--- src/rtl/bus_tmo.sv ---
// Bus timeout monitor: synthesises a zero-data ack for CPU accesses that no slave
// acknowledges within a programmable number of cycles, and records the faulting access.
module bus_tmo #(
    parameter int unsigned default_limit = 1024
) (
    input  logic        clk,
    input  logic        rst_n,
    // CPU side and slave multiplexers
    input  logic        cpu_stb,
    input  logic        cpu_we,
    input  logic [21:0] cpu_addr,
    input  logic        slv_ack,
    input  logic [31:0] slv_din,
    output logic        cpu_ack,
    output logic [31:0] cpu_din,
    output logic        trig,
    // own two-register IO window
    input  logic        stb,
    input  logic        we,
    input  logic        addr,
    input  logic [31:0] data_in,
    output logic [31:0] data_out,
    output logic        ack
);

    localparam logic [15:0] LIMIT_RST = 16'(default_limit);
    localparam logic [15:0] LIMIT_MIN = 16'd2;

    logic [15:0] cnt;
    logic [15:0] limit;
    logic [21:0] prev_addr;
    logic        en;
    logic        flag;
    logic        err_we;
    logic [23:0] err_addr;
    logic [7:0]  err_cnt;

    logic tmo;
    logic cnt_clr;
    logic wr_ctrl;
    logic wr_limit;

    // A real slave ack in the same cycle as the limit match always wins.
    assign tmo      = en & cpu_stb & ~slv_ack & (cnt == limit);
    assign cnt_clr  = ~cpu_stb | slv_ack | tmo | (cpu_addr != prev_addr) | ~en;

    assign cpu_ack  = slv_ack | tmo;
    assign cpu_din  = tmo ? 32'h0 : slv_din;

    assign wr_ctrl  = stb & we & ~addr;
    assign wr_limit = stb & we & addr;
    assign ack      = stb;

    always_comb begin
        data_out = 32'h0;
        if (stb) begin
            if (addr)
                data_out = {err_cnt, 8'h00, limit};
            else
                data_out = {flag, en, err_we, 5'b00000, err_addr};
        end
    end

    // NOTE: all state here is plain registers, so every bit gets an async reset value;
    // sequential state is written only with non-blocking assignments.
    always_ff @(posedge clk or negedge rst_n) begin
        if (!rst_n) begin
            cnt       <= 16'h0;
            limit     <= LIMIT_RST;
            prev_addr <= 22'h0;
            en        <= 1'b1;
            flag      <= 1'b0;
            err_we    <= 1'b0;
            err_addr  <= 24'h0;
            err_cnt   <= 8'h0;
            trig      <= 1'b0;
        end else begin
            prev_addr <= cpu_addr;
            cnt       <= cnt_clr ? 16'h0 : cnt + 16'd1;
            trig      <= tmo;

            if (tmo) begin
                err_addr <= {cpu_addr, 2'b00};
                err_we   <= cpu_we;
                flag     <= 1'b1;
                if (err_cnt != 8'hFF)
                    err_cnt <= err_cnt + 8'd1;
            end

            // A software clear issued in the same cycle as a timeout takes precedence.
            if (wr_ctrl) begin
                en <= data_in[1];
                if (data_in[0]) begin
                    flag     <= 1'b0;
                    err_cnt  <= 8'h0;
                    err_addr <= 24'h0;
                    err_we   <= 1'b0;
                end
            end

            if (wr_limit)
                limit <= (data_in[15:0] < LIMIT_MIN) ? LIMIT_MIN : data_in[15:0];
        end
    end

endmodule

--- config.mk ---
export PLATFORM = sky130hd
export DESIGN_NAME = bus_tmo
export DESIGN_NICKNAME = d
export VERILOG_FILES = /design/src/rtl/bus_tmo.sv
export SDC_FILE = /design/constraint.sdc
export NUM_CORES = 1
export LEC_CHECK = 0
export CAP_MARGIN = 20
export CORE_MARGIN = 8
export CORE_UTILIZATION = 40
export CTS_CLUSTER_SIZE = 28
export DETAILED_ROUTE_END_ITERATION = 8
export PLACE_DENSITY = 0.75
export SLEW_MARGIN = 10
export SYNTH_ARGS = -nofsm -noshare
export SYNTH_HDL_FRONTEND = slang
export SYNTH_SLANG_ARGS = --single-unit
--- constraint.sdc ---
create_clock -name clk -period 2.05 [get_ports clk]
set_clock_uncertainty 0.15 [all_clocks]
set_input_delay 0.3075 -clock clk [delete_from_list [all_inputs] [get_ports clk]]
set_output_delay 0.3075 -clock clk [all_outputs]
set_load 0.02 [all_outputs]
==> results of run 1 <==
[cell type report]
type | instances | share of cell area
well taps | 143 | 0.02499
flip-flops and latches | 90 | 0.3149
multi-input cells | 328 | 0.3240
repair buffers | 225 | 0.2890
inverters | 5 | 0.002621
clock inverters | 7 | 0.01311
clock buffers | 9 | 0.03145
[worst max-delay path: stages (launching register included)]
cell	delay (ps)
dfrtp_1	400
xor2_1	160
nor4_2	380
nand4_2	210
nor2_4	230
buf_4	150
or2_4	100
buf_4	130
[registers in the layout, indices dropped and copies added, names as in the netlist]
signal,cells
prev_addr,22
en,1
err_we,1
cnt,16
flag,1
err_cnt,8
err_addr,24
limit,16
trig,1
[cell families after synthesis]
| kind of cell | Yosys count | synth area share |
|---|---|---|
| xor+xnor | 52 | 0.09846 |
| buf+inv | 34 | 0.03165 |
| compound gates | 65 | 0.07547 |
| flops | 90 | 0.4874 |
| simple gates | 176 | 0.2264 |
| mux | 33 | 0.07520 |
| fa+ha+maj | 2 | 0.005409 |
[repair_timing]
action,in CTS,in global routing
setup endpoints to repair,97,97
hold buffers,1,0
buffers inserted,6,3
endpoints found under the hold margin,32,0
pin swaps,5,8
cloned,4,0
gates resized for setup,213,60
[cells in the mapped netlist, drive strengths merged]
master / number / area (µm²)
and4: 5 / 45.04
mux2: 14 / 157.7
clkbuf: 15 / 56.30
ha: 2 / 25.02
a41oi: 2 / 17.52
o21a: 1 / 7.510
nor2: 21 / 78.83
nand3b: 1 / 7.510
and3: 9 / 57.56
or2: 2 / 12.51
nand4: 11 / 75.07
nor4b: 1 / 8.760
a211oi: 1 / 7.510
nor3: 6 / 30.03
mux2i: 19 / 190.2
xnor2: 29 / 254.0
nor3b: 2 / 15.01
xor2: 23 / 201.4
nor2b: 52 / 325.3
a22o: 1 / 8.760
or4: 3 / 22.52
and2: 8 / 50.05
dfstp: 2 / 52.55
nor4: 10 / 96.35
o31ai: 2 / 15.01
o21ai: 26 / 130.1
nand2: 6 / 22.52
a21oi: 30 / 150.1
inv: 5 / 18.77
nand3: 37 / 185.2
buf: 14 / 71.31
a31oi: 2 / 12.51
dfrtp: 88 / 2202
or3: 1 / 6.260
and3b: 1 / 8.760
[per-layer routing]
layer  vias up  wire (µm)
met5         -          0
met4         0        346
met3        24       1293
met2       175       7618
met1      2054       6089
li1       1989          -
[metrics by stage]
step / setup slack [ps] / instance area (µm²) / hold WS [ps] / setup TNS, ps / instances
after floorplan: -44.48 / 4641 / -138.1 / -442.1 / 452
after global placement: -588.7 / 6734 / 155.7 / -31800 / 778
after detailed placement: -625.3 / 6734 / 169.2 / -32450 / 778
after CTS: -558.8 / 7076 / 332.2 / -19910 / 805
after global routing: -588.7 / 7161 / 345.7 / -31320 / 807
final: -510.6 / 7161 / 333.9 / -24670 / 807
[power breakdown]
group / leakage, nW / switching [mW] / internal (mW) / total, mW
Combinational: 1.89 / 0.417 / 0.497 / 0.914
Clock: 0.151 / 0.709 / 1.07 / 1.77
Sequential: 1.17 / 0.0636 / 1.87 / 1.93
[how the worst max path moves through the flow]
stage | start | cells past startpoint | end | slack (ps)
3_5_place_dp | limit[1] | 7 | cpu_din[3] | -630
5_1_grt | cnt[0] | 7 | cpu_din[3] | -590
2_1_floorplan | limit[10] | 7 | cpu_ack | -40
6_report | limit[2] | 7 | cpu_ack | -510
4_1_cts | limit[11] | 8 | cpu_din[0] | -560
3_3_place_gp | limit[1] | 7 | cpu_din[24] | -590
==> results.txt, run 1 <==
----------------------------------------------------
[Clock network]
  CTS Root Cell ... clkbuf_16
  Clock tree from TritonCTS ... done
  Number of CTS-inserted buffers ... 9
  Clock latency reported for the late side of the worst-skew pair ... 340 ps
  Clock transition at the register clock pins on the worst setup and hold paths after CTS ... 60 ps
  # H-tree levels ... 3
  Num Clock Sinks ... 90
  CTS max path bufs ... 2

[Power]
  Leakage ... 3.206 nW
  Power consumption ... 4.618 mW
  Power Dens Cells ... 645.0 nW/µm²
  Worst IR Drop VDD ... 0.3692 mV

[Setup path]
  Startpoint type of the worst setup path ... register
  Maximum fanout along the worst path ... 3
  Crit Path Class ... reg2out
  Arrival @ worst endpoint ... 2100 ps
  Worst r2r path cells ... 8
  CP required ... 1590 ps
  Startpoint of the most critical register-to-register path ... limit[2]
  Minimum setup slack among reg-to-reg paths ... -460 ps
  Reg-to-reg critical path endpoint ... err_cnt[2]
  Nature of the critical path endpoint ... primary output

[Timing]
  Max Slew Vio Count ... 0
  Share of the cycle needed by the critical path after routing ... 1.249
  Fmax achieved ... 390.5 MHz
  Setup slack after layout ... -510.6 ps
  Post-route minimum period ... 2561 ps
  Endpoints failing hold ... 0
  Setup repair after global routing missed its margin ... true
  Finish-stage setup viols ... 81
  Relative slew slack ... 0.6533
  Slew of the pin with the lowest slew margin ... 520.0 ps

[Drt]
  Final routed wire length divided by cell count ... 19.02 µm
  Length of the first detailed-routing pass in iterations ... 4
  Final routed DRC violation total ... 0
  Total via count in the routed design ... 4242
  Vias per std cell ... 5.257
  Number of DRC violations after detailed-routing iteration 0 ... 180
  Total wire length ... 15350 µm
  Final ANT Viol Nets ... 0

[Layout]
  Proportion of layout cells with a drive suffix above 1 ... 0.2696
  Number of antenna repair diodes ... 0
  Top library cells by usage in the layout, fill and taps aside ... buf_4 (90), dfrtp_1 (88), clkdlybuf4s50_1 (76)
  Multi-input gate area ... 2320 µm²
  Number of inserted filler cells in the final layout ... 939
  Synthesis-to-finish area growth ... 54.80%
  Sequential standard cell area ... 2255 µm²
  Number of nets in the final layout ... 755
  Most common library cell in the layout ignoring fill and taps ... buf_4
  Final cell utilization of the core ... 0.6298

[Logic synthesis]
  Cell Area, Synth ... 4626 µm²
  Total nets after synthesis ... 548
  Yosys warning count ... 0
  Sequential fraction of the synthesis area ... 0.4874
  Distinct cell type count after synthesis ... 42
  Synthesized area per cell ... 10.23 µm²
  Number of synthesized register bits ... 90
  Number of standard cells after synthesis ... 452

[Global routing]
  Total routing resource utilization after global routing ... 0.2023
  Via count of the first global-routing pass ... 4605
  Busiest grt layer ... met2
  Antenna violations before repair ... 0
  GRT overflow ... 0
  Largest net degree at the start of global routing ... 43
  Met3 Use GR ... 0.04932
  Wire length of the first global-routing pass ... 23940 µm
  Met1 usage in global routing ... 0.2342
  Routing usage on met2 ... 0.3569

[Die]
  Die W ... 123.5 µm
  Floorplan die height ... 123.5 µm
  Boundary pin count ... 161
  Initial core utilization ... 0.4068
  Die ar. ... 15260 µm²
  Floorplan Core Area ... 11370 µm²
  Site row count ... 39

[Run status]
  Run status ... finished with violations
  Violations in the final reports ... setup timing

[Min path]
  Path class of the lowest-slack min-delay path ... in2async

[Place]
  Half-perimeter wire length after detailed placement ... 11330 µm
  Final GP Congestion ... 0.9084
  Buffers added on ports ... 144

[Flow run]
  Number of max-capacitance violations reported ... 0

----------------------------------------------------
Note: power is estimated with default switching activity, not from simulation.
==> run 2, diff against run 1 <==
--- a/config.mk
+++ b/config.mk
@@ -8,9 +8,9 @@
 export CAP_MARGIN = 20
 export CORE_MARGIN = 8
 export CORE_UTILIZATION = 40
-export CTS_CLUSTER_SIZE = 28
+export CTS_CLUSTER_SIZE = 24
 export DETAILED_ROUTE_END_ITERATION = 8
-export PLACE_DENSITY = 0.75
+export PLACE_DENSITY = 0.85
 export SLEW_MARGIN = 10
 export SYNTH_ARGS = -nofsm -noshare
 export SYNTH_HDL_FRONTEND = slang
==> results.txt, run 2 (synthesized netlist as in run 1, its figures left out) <==
----------------------------------------------------
[Power]
  Share of total power in the clock network ... 0.382 (-0.002)
  Leakage ... 3.139 nW (-2.1%)
  Proportion of total power due to net switching ... 0.2540 (-0.003758)
  Power Dens Cells ... 652.5 nW/µm² (+1.2%)
  Fraction of power consumed by combinational cells ... 0.198 (about the same)
  Worst IR Drop VDD ... 0.3836 mV (+3.9%)
  Power consumption ... 4.581 mW (-0.80%)
  Internal Power ... 3.418 mW (-0.30%)
  Switching power ... 1.163 mW (-2.2%)
  Portion of total power attributed to sequential cells ... 0.420 (+0.002)

[Setup path]
  Worst path slowest cell ... dfrtp_1
  Nature of the critical path endpoint ... primary output
  Ordered cell list for the critical path ... xor2_1 > nor4_2 > nand4_2 > nor2_4 > buf_8 > nor2b_1 > buf_4
  Worst r2r path cells ... 7 (-1)
  Startpoint of the most critical register-to-register path ... limit[11]
  CP peak stage delay ... 400 ps (about the same)
  Buffer and inverter count on the worst path ... 2 (unchanged)
  Minimum setup slack among reg-to-reg paths ... -300 ps (+160 ps)
  Arrival @ worst endpoint ... 2080 ps (-20 ps)
  Reg-to-reg critical path endpoint ... err_cnt[2]
  CP required ... 1590 ps (about the same)
  Crit Path Class ... reg2out
  Maximum fanout along the worst path ... 18 (+15)
  Cell type group with the largest total delay on the critical path ... simple AND/OR/NAND/NOR gates
  Startpoint type of the worst setup path ... register

[Layout]
  Top library cells by usage in the layout, fill and taps aside ... dfrtp_1 (88), buf_4 (78), clkdlybuf4s50_1 (76)
  Top reg by flops ... err_addr
  Most common library cell in the layout ignoring fill and taps ... dfrtp_1
  Multi-input gate area ... 2258 µm² (-2.6%)
  Top Registers ... err_addr x24, prev_addr x22
  Number of inserted filler cells in the final layout ... 916 (-2.4%)
  Number of antenna repair diodes ... 0 (unchanged)
  Synthesis-to-finish area growth ... 51.77%
  Number of nets in the final layout ... 751 (-0.53%)
  Proportion of layout cells with a drive suffix above 1 ... 0.2580 (-0.01161)
  Area of all placed cells without fillers ... 7020 µm² (-2.0%)
  Largest register FFs ... 24 (unchanged)
  Sequential standard cell area ... 2255 µm² (unchanged)

[Timing]
  Relative slew slack ... 0.6628 (+0.009485)
  Post-route minimum period ... 2538 ps (-22.43 ps)
  Setup repair after global routing missed its margin ... true
  Setup slack after layout ... -488.2 ps (+22.43 ps)
  Worst hold slack ... 335.9 ps (+1.990 ps)
  Endpoints failing hold ... 0 (unchanged)
  Max Slew Vio Count ... 0 (unchanged)
  Fmax achieved ... 394.0 MHz (+0.88%)
  Share of the cycle needed by the critical path after routing ... 1.238 (-0.01094)
  TNS Setup ... -18270 ps (+6394 ps)
  Finish-stage setup viols ... 77 (-4.9%)
  Slew of the pin with the lowest slew margin ... 501.2 ps (-18.85 ps)

[Global routing]
  Via count of the first global-routing pass ... 4528 (-1.7%)
  GRT overflow ... 0 (unchanged)
  Antenna violations before repair ... 0 (unchanged)
  Largest net degree at the start of global routing ... 91 (+110%)
  Total routing resource utilization after global routing ... 0.1973 (-0.005036)
  Wire length of the first global-routing pass ... 23120 µm (-3.5%)

[Drt]
  Final ANT Viol Nets ... 0 (unchanged)
  Vias per std cell ... 5.363 (+2.0%)
  Final routed wire length divided by cell count ... 18.88 µm (-0.75%)
  Number of DRC violations after detailed-routing iteration 0 ... 262 (+46%)
  Total wire length ... 15140 µm (-1.4%)
  Length of the first detailed-routing pass in iterations ... 4 (unchanged)
  Total via count in the routed design ... 4301 (+1.4%)
  Final routed DRC violation total ... 0 (unchanged)

[Die]
  Initial core utilization ... 0.4068 (unchanged)
  Floorplan die height ... 123.5 µm (unchanged)
  Boundary pin count ... 161 (unchanged)
  Die W ... 123.5 µm (unchanged)
  Die ar. ... 15260 µm² (unchanged)
  Site row count ... 39 (unchanged)
  Floorplan Core Area ... 11370 µm² (unchanged)

[Place]
  Half-perimeter wire length after detailed placement ... 11070 µm (-2.4%)
  Buffers added on ports ... 144 (unchanged)
  Final GP Congestion ... 0.9381 (+3.3%)
  DP Area ... 6689 µm² (-0.67%)

[Clock network]
  Clock tree from TritonCTS ... done
  # H-tree levels ... 3 (unchanged)
  Clock latency reported for the late side of the worst-skew pair ... 350 ps (about the same)
  Clock transition at the register clock pins on the worst setup and hold paths after CTS ... 70 ps (about the same)
  CTS max path bufs ... 2 (unchanged)
  Num Clock Sinks ... 90 (unchanged)
  CTS Root Cell ... clkbuf_16
  Number of CTS-inserted buffers ... 9 (unchanged)

[Min path]
  Worst min-delay path startpoint ... cpu_addr[21]
  Worst Hold Endpoint ... prev_addr[21]
  Cell depth of the worst min-delay path ... 1
  Path class of the lowest-slack min-delay path ... in2reg

[Flow run]
  Number of max-capacitance violations reported ... 0 (unchanged)

[Run status]
  Violations in the final reports ... setup timing
  Run status ... finished with violations

----------------------------------------------------
-- run 2: changes by cell type in the layout (fill, tap and decap cells not counted), sizes merged --
| cell | before | now |
|---|---|---|
| buf | 118 | 116 |
| clkbuf | 13 | 11 |
| clkdlybuf4s15 | 9 | 16 |
| clkinv | 3 | 0 |
| clkinvlp | 2 | 1 |
| dlygate4sd2 | 15 | 10 |
| inv | 5 | 6 |
-- run 2: layout make-up --
cell class / count / area share
timing repair buffer: 221 / 0.2850
clock inverter: 4 / 0.01087
tap: 143 / 0.02549
inverter: 5 / 0.002673
clock buffer: 11 / 0.03315
sequential: 90 / 0.3212
multi-input combinational: 328 / 0.3217
-- run 2: metal layers --
metal / part of all wire / up-vias / global-route usage
li1: - / 1984 / -
met4: 0.026 / 0 / 0.07976
met1: 0.39 / 2052 / 0.2235
met3: 0.11 / 34 / 0.06530
met5: 0 / - / 0
met2: 0.48 / 231 / 0.3366
-- run 2: timing repair --
action | in CTS | in global routing
cloned | 3 | 0
endpoints found under the hold margin | 88 | 0
pin swaps | 4 | 3
buffers inserted | 5 | 1
hold buffers | 1 | 0
gates resized for setup | 234 | 23
endpoints found under the setup margin | 68 | 79
-- run 2: power groups by stage --
stage | Clock, mW | Combinational, mW | Sequential, mW
finish | 1.75 | 0.905 | 1.93
global route | 1.85 | 0.965 | 1.93
detailed placement | 0 | 0.907 | 1.96
global placement | 0 | 0.890 | 1.95
floorplan | 0 | 0.358 | 1.95
CTS | 1.76 | 0.901 | 1.93
-- run 2: how the worst max path moves through the flow --
stage	to	startpoint	cells after the start	slack, ps
after floorplan	cpu_ack	limit[10]	7	-40
after global placement	cpu_din[0]	cnt[9]	7	-530
after detailed placement	cpu_din[0]	cnt[9]	7	-600
after CTS	cpu_din[4]	limit[11]	7	-610
after global routing	cpu_din[0]	limit[11]	7	-580
final	cpu_din[0]	limit[11]	7	-490
-- run 2: metrics by stage --
stage,worst slack [ps],cells,util
2_1_floorplan,-44.48,452,-
3_3_place_gp,-526.5,777,0.5883
3_5_place_dp,-602.6,777,0.5883
4_1_cts,-607.6,801,0.6143
5_1_grt,-580.3,802,0.6175
6_report,-488.2,802,0.6175
==> run 3, diff against run 2 <==
--- a/config.mk
+++ b/config.mk
@@ -6,7 +6,7 @@
 export NUM_CORES = 1
 export LEC_CHECK = 0
 export CAP_MARGIN = 20
-export CORE_MARGIN = 8
+export CORE_MARGIN = 5
 export CORE_UTILIZATION = 40
 export CTS_CLUSTER_SIZE = 24
 export DETAILED_ROUTE_END_ITERATION = 8
==> results.txt, run 3 (synthesized netlist as in run 1, its figures left out) <==
----------------------------------------------------
[Setup path]
  Nature of the critical path endpoint ... primary output
  Worst Setup SP ... limit[9]
  Arrival @ worst endpoint ... 2250 ps (+170 ps)
  CP required ... 1590 ps (about the same)
  Maximum fanout along the worst path ... 16 (-2)
  Startpoint of the most critical register-to-register path ... limit[9]
  Startpoint type of the worst setup path ... register
  Crit Path Class ... reg2out

[Power]
  Leakage ... 3.309 nW (+5.4%)
  Power consumption ... 4.447 mW (-2.9%)
  Worst IR Drop VDD ... 0.3425 mV (-11%)
  Power Dens Cells ... 607.3 nW/µm² (-6.9%)

[Place]
  Final GP Congestion ... 0.9269 (-1.2%)
  Setup WS pre-CTS ... -642.3 ps (-39.67 ps)
  Half-perimeter wire length after detailed placement ... 11120 µm (+0.54%)
  Dpl cells ... 783 (+0.77%)
  Buffers added on ports ... 144 (unchanged)

[Timing]
  Max Slew Vio Count ... 0 (unchanged)
  Post-route minimum period ... 2703 ps (+165.0 ps)
  Endpoints failing hold ... 0 (unchanged)
  Fmax achieved ... 369.9 MHz (-6.1%)
  Finish-stage setup viols ... 78 (+1.3%)
  Setup slack after layout ... -653.2 ps (-165.0 ps)
  Share of the cycle needed by the critical path after routing ... 1.319 (+0.08049)
  Relative slew slack ... 0.5574 (-0.1054)
  Slew of the pin with the lowest slew margin ... 657.9 ps (+156.7 ps)
  Setup repair after global routing missed its margin ... true
  Worst hold slack ... 265.3 ps (-70.62 ps)

[Flow run]
  Number of max-capacitance violations reported ... 0 (unchanged)

[Drt]
  Final ANT Viol Nets ... 0 (unchanged)
  Final routed wire length divided by cell count ... 19.86 µm (+5.2%)
  Vias per std cell ... 5.512 (+2.8%)
  Final routed DRC violation total ... 0 (unchanged)
  Number of DRC violations after detailed-routing iteration 0 ... 285 (+8.8%)
  Total via count in the routed design ... 4525 (+5.2%)
  Length of the first detailed-routing pass in iterations ... 5 (+1)
  Total wire length ... 16310 µm (+7.7%)

[Clock network]
  # H-tree levels ... 3 (unchanged)
  CTS Root Cell ... clkbuf_16
  Clock latency reported for the late side of the worst-skew pair ... 350 ps (about the same)
  CTS max path bufs ... 2 (unchanged)
  Number of CTS-inserted buffers ... 9 (unchanged)
  Num Clock Sinks ... 90 (unchanged)
  Clock tree from TritonCTS ... done
  Clock transition at the register clock pins on the worst setup and hold paths after CTS ... 60 ps (about the same)

[Global routing]
  Routing usage on met2 ... 0.3801 (+0.04353)
  Busiest grt layer ... met2
  Total routing resource utilization after global routing ... 0.2243 (+0.02705)
  Met3 Use GR ... 0.06872 (+0.003420)
  Met1 usage in global routing ... 0.2665 (+0.04303)
  Via count of the first global-routing pass ... 4694 (+3.7%)
  Wire length of the first global-routing pass ... 24970 µm (+8.0%)
  Antenna violations before repair ... 0 (unchanged)
  Largest net degree at the start of global routing ... 35 (-62%)
  GRT overflow ... 0 (unchanged)

[Layout]
  Number of inserted filler cells in the final layout ... 876 (-4.4%)
  Largest register FFs ... 24 (unchanged)
  Proportion of layout cells with a drive suffix above 1 ... 0.2920 (+0.03407)
  Top reg by flops ... err_addr
  Number of nets in the final layout ... 769 (+2.4%)
  Non-filler instance count after layout ... 821 (+2.4%)
  Most common library cell in the layout ignoring fill and taps ... buf_4
  Number of antenna repair diodes ... 0 (unchanged)
  Top library cells by usage in the layout, fill and taps aside ... buf_4 (89), dfrtp_1 (88), clkdlybuf4s50_1 (76)
  Synthesis-to-finish area growth ... 58.29%
  Top Registers ... err_addr x24, prev_addr x22
  Final cell utilization of the core ... 0.6440 (+0.02652)

[Die]
  Boundary pin count ... 161 (unchanged)
  Die ar. ... 13810 µm² (-9.5%)
  Site row count ... 39 (unchanged)
  Die W ... 117.5 µm (-4.9%)
  Initial core utilization ... 0.4068 (unchanged)
  Floorplan die height ... 117.5 µm (-4.9%)
  Floorplan Core Area ... 11370 µm² (unchanged)

[Run status]
  Violations in the final reports ... setup timing
  Run status ... finished with violations

[Min path]
  Path class of the lowest-slack min-delay path ... in2async

----------------------------------------------------
[run 3: critical path: stages, from the launching register on]
cell	delay [ps]
dfrtp_1	390
xor2_1	180
nor4_2	330
buf_4	190
nand4_4	110
nor2_4	210
buf_6	130
clkbuf_16	150
nor2b_1	50
buf_2	150
[run 3: worst paths after layout]
path                                       to  cells past startpoint  slack (ps)
worst max register to register        cnt[10]                     12        -530
min in group clk                prev_addr[15]                      1         320
worst max-delay path              cpu_din[16]                      9        -650
max in group asynchronous           limit[10]                      3         910
worst min register to register           flag                      1         340
worst min-delay path                 limit[2]                      2         270
[run 3: final cells by class]
cell class / instances / area [µm²] / share of cell area
Clock buffer: 12 / 246.5 / 0.03366
Clock inverter: 4 / 30.03 / 0.004101
Inverter: 5 / 18.77 / 0.002563
Multi-Input combinational cell: 328 / 2374 / 0.3242
Sequential cell: 90 / 2255 / 0.3079
Tap cell: 143 / 178.9 / 0.02444
Timing Repair Buffer: 239 / 2220 / 0.3031
[run 3: power breakdown]
part           total [mW]  switching, mW  internal (mW)
Combinational       0.950          0.455          0.496
Sequential           1.93         0.0634           1.87
Clock                1.57          0.709          0.858
Total                4.45           1.23           3.22
[run 3: timing repair]
action | CTS | global route
gates resized for setup | 187 | 81
endpoints found under the hold margin | 23 | 0
hold buffers | 1 | 0
endpoints found under the setup margin | 106 | 86
gates cloned | 3 | 3
setup buffers | 10 | 9
pin swaps | 3 | 6
[run 3: stage by stage]
step,area (µm²),TNS [ps]
after floorplan,4641,-442.1
after global placement,6771,-29800
after detailed placement,6771,-36260
after CTS,7062,-25490
after global routing,7322,-41540
final,7322,-37070
[run 3: per-layer routing]
layer / vias to the layer above / routed length, µm / share of wire
met5: - / 0 / 0
met4: 0 / 518 / 0.032
met3: 43 / 1283 / 0.079
met2: 242 / 8193 / 0.50
met1: 2217 / 6313 / 0.39
li1: 2023 / - / -
==> RTL edit (config.mk and constraints of run 1) <==
The parameter `default_limit` goes from 1024 to 768.
--- a/src/rtl/bus_tmo.sv
+++ b/src/rtl/bus_tmo.sv
@@ -1,7 +1,7 @@
 // Bus timeout monitor: synthesises a zero-data ack for CPU accesses that no slave
 // acknowledges within a programmable number of cycles, and records the faulting access.
 module bus_tmo #(
-    parameter int unsigned default_limit = 1024
+    parameter int unsigned default_limit = 768
 ) (
     input  logic        clk,
     input  logic        rst_n,
Formal check against the unedited RTL: not equivalent (a bounded check fails within 4 cycles, from zero or initial values and one cycle with rst_n low).
==> RTL edit against run 1 <==
- die area hardly changed
- global-route usage grew 0.63 points
- the flow still finishes with violations (negative setup slack)
- setup slack got worse by 0.12 ns
- synthesized area is essentially flat
- first-iteration DRC count is 45% higher
- worst hold slack better by 0.0016 ns
- cell area grew 2.4%
- largest cell class unchanged
- sequential cell count unchanged
- power down 2.9%
- routed wire length is 6.3% higher
- count of clock-buffer cells in the layout is 2 higher
- synthesized cell count unchanged
- register-to-register slack improved by 0.02 ns
==> RTL edit: results <==
[setup_path]
r2r-end = "err_cnt[3]"
timing.rr.start = "limit[5]"
arrival_ns = 2.23
rrSetupSlack_ns = -0.44
critPathMaxFanout = 8

[pwr]
cellLeakagePower_nw = 3.36
seqPwrFrac_pct = 43.0
power_w = 0.00449
comb_power_share_pct = 20.6
switching_share_pct = 26.2
maxPowerGroup = "registers"

[synthesis]
synth.area.mux_share_pct = 7.52
synth_compound_area_share_pct = 7.54
synthXorXnorAreaFrac_pct = 9.84
synthAdderAreaFrac_pct = 0.541
ys_seq_area_share_pct = 48.8
synth_commonest_cells = "dfrtp_1, nor2b_1, nand3_1"

[sta]
fin_worst_hold_slack_ns = 0.336
fin_ws_ns = -0.635
finalSetupViolations = 77
slew_headroom_pct = 59.0
tns_ns = -27.59

[placement]
place.gp.congestion = 0.933
place_inst = 781
io_buffers = 144
placedInstanceArea_mm2 = 0.00673

[global_routing]
grt.total_usage_pct = 20.9
grt_max_degree = 46
first_global_vias = 4555
grtUsageMet2_pct = 36.0
use_met3_pct = 5.39
grt_pass1_wl_um = 24400

[routing]
drt_wl_total_um = 16300
route.vias.total = 4349

[outcome]
outcome = "complete, but fails checks"
violations = "negative setup slack"

[clock_tree]
post_cts_resized = 194
clk_latency_ns = 0.35
clock_path_buffers = 2
postCtsSetupBuffers = 8

[finish]
nonClockBufferCount = 229
n_fill_cell = 911
clkbuf_count = 11
multi_input_area_mm2 = 0.00239
final_nets = 759
non_clock_buffer_area_share_pct = 30.1
drive_above_1_share_pct = 27.8
fin_cells = 811
clkCellAreaFrac_pct = 3.92
seq-cell-share_pct = 30.8

[hold_path]
hold_path_class = "primary input to flop"
-- RTL edit: changes by cell type in the layout (fill, tap and decap cells not counted), moves of 2 or more --
| cell | change |
|---|---|
| buf_12 | -4 |
| buf_2 | -10 |
| buf_4 | -13 |
| buf_6 | +24 |
| clkbuf_1 | +2 |
| clkbuf_16 | +2 |
| clkbuf_2 | -4 |
| clkdlybuf4s15_1 | -8 |
| dlygate4sd2_1 | +18 |
| nor2b_1 | -18 |
| nor2b_2 | +6 |
| nor2b_4 | +12 |
| o21ai_0 | +4 |
| o21ai_1 | -4 |
-- RTL edit: layer usage --
metal | vias to the layer above | part of all wire [%]
met3 | 27 | 7.9
li1 | 1998 | -
met4 | 0 | 2.2
met1 | 2147 | 40
met2 | 177 | 50
met5 | - | 0
-- RTL edit: critical path, cell delays in order (launching register included) --
cell,delay [ns]
dfrtp_1,0.39
xor2_1,0.18
nor4_2,0.37
nand4_2,0.22
nor2_4,0.19
buf_6,0.14
clkbuf_16,0.16
nor2b_1,0.06
buf_2,0.16
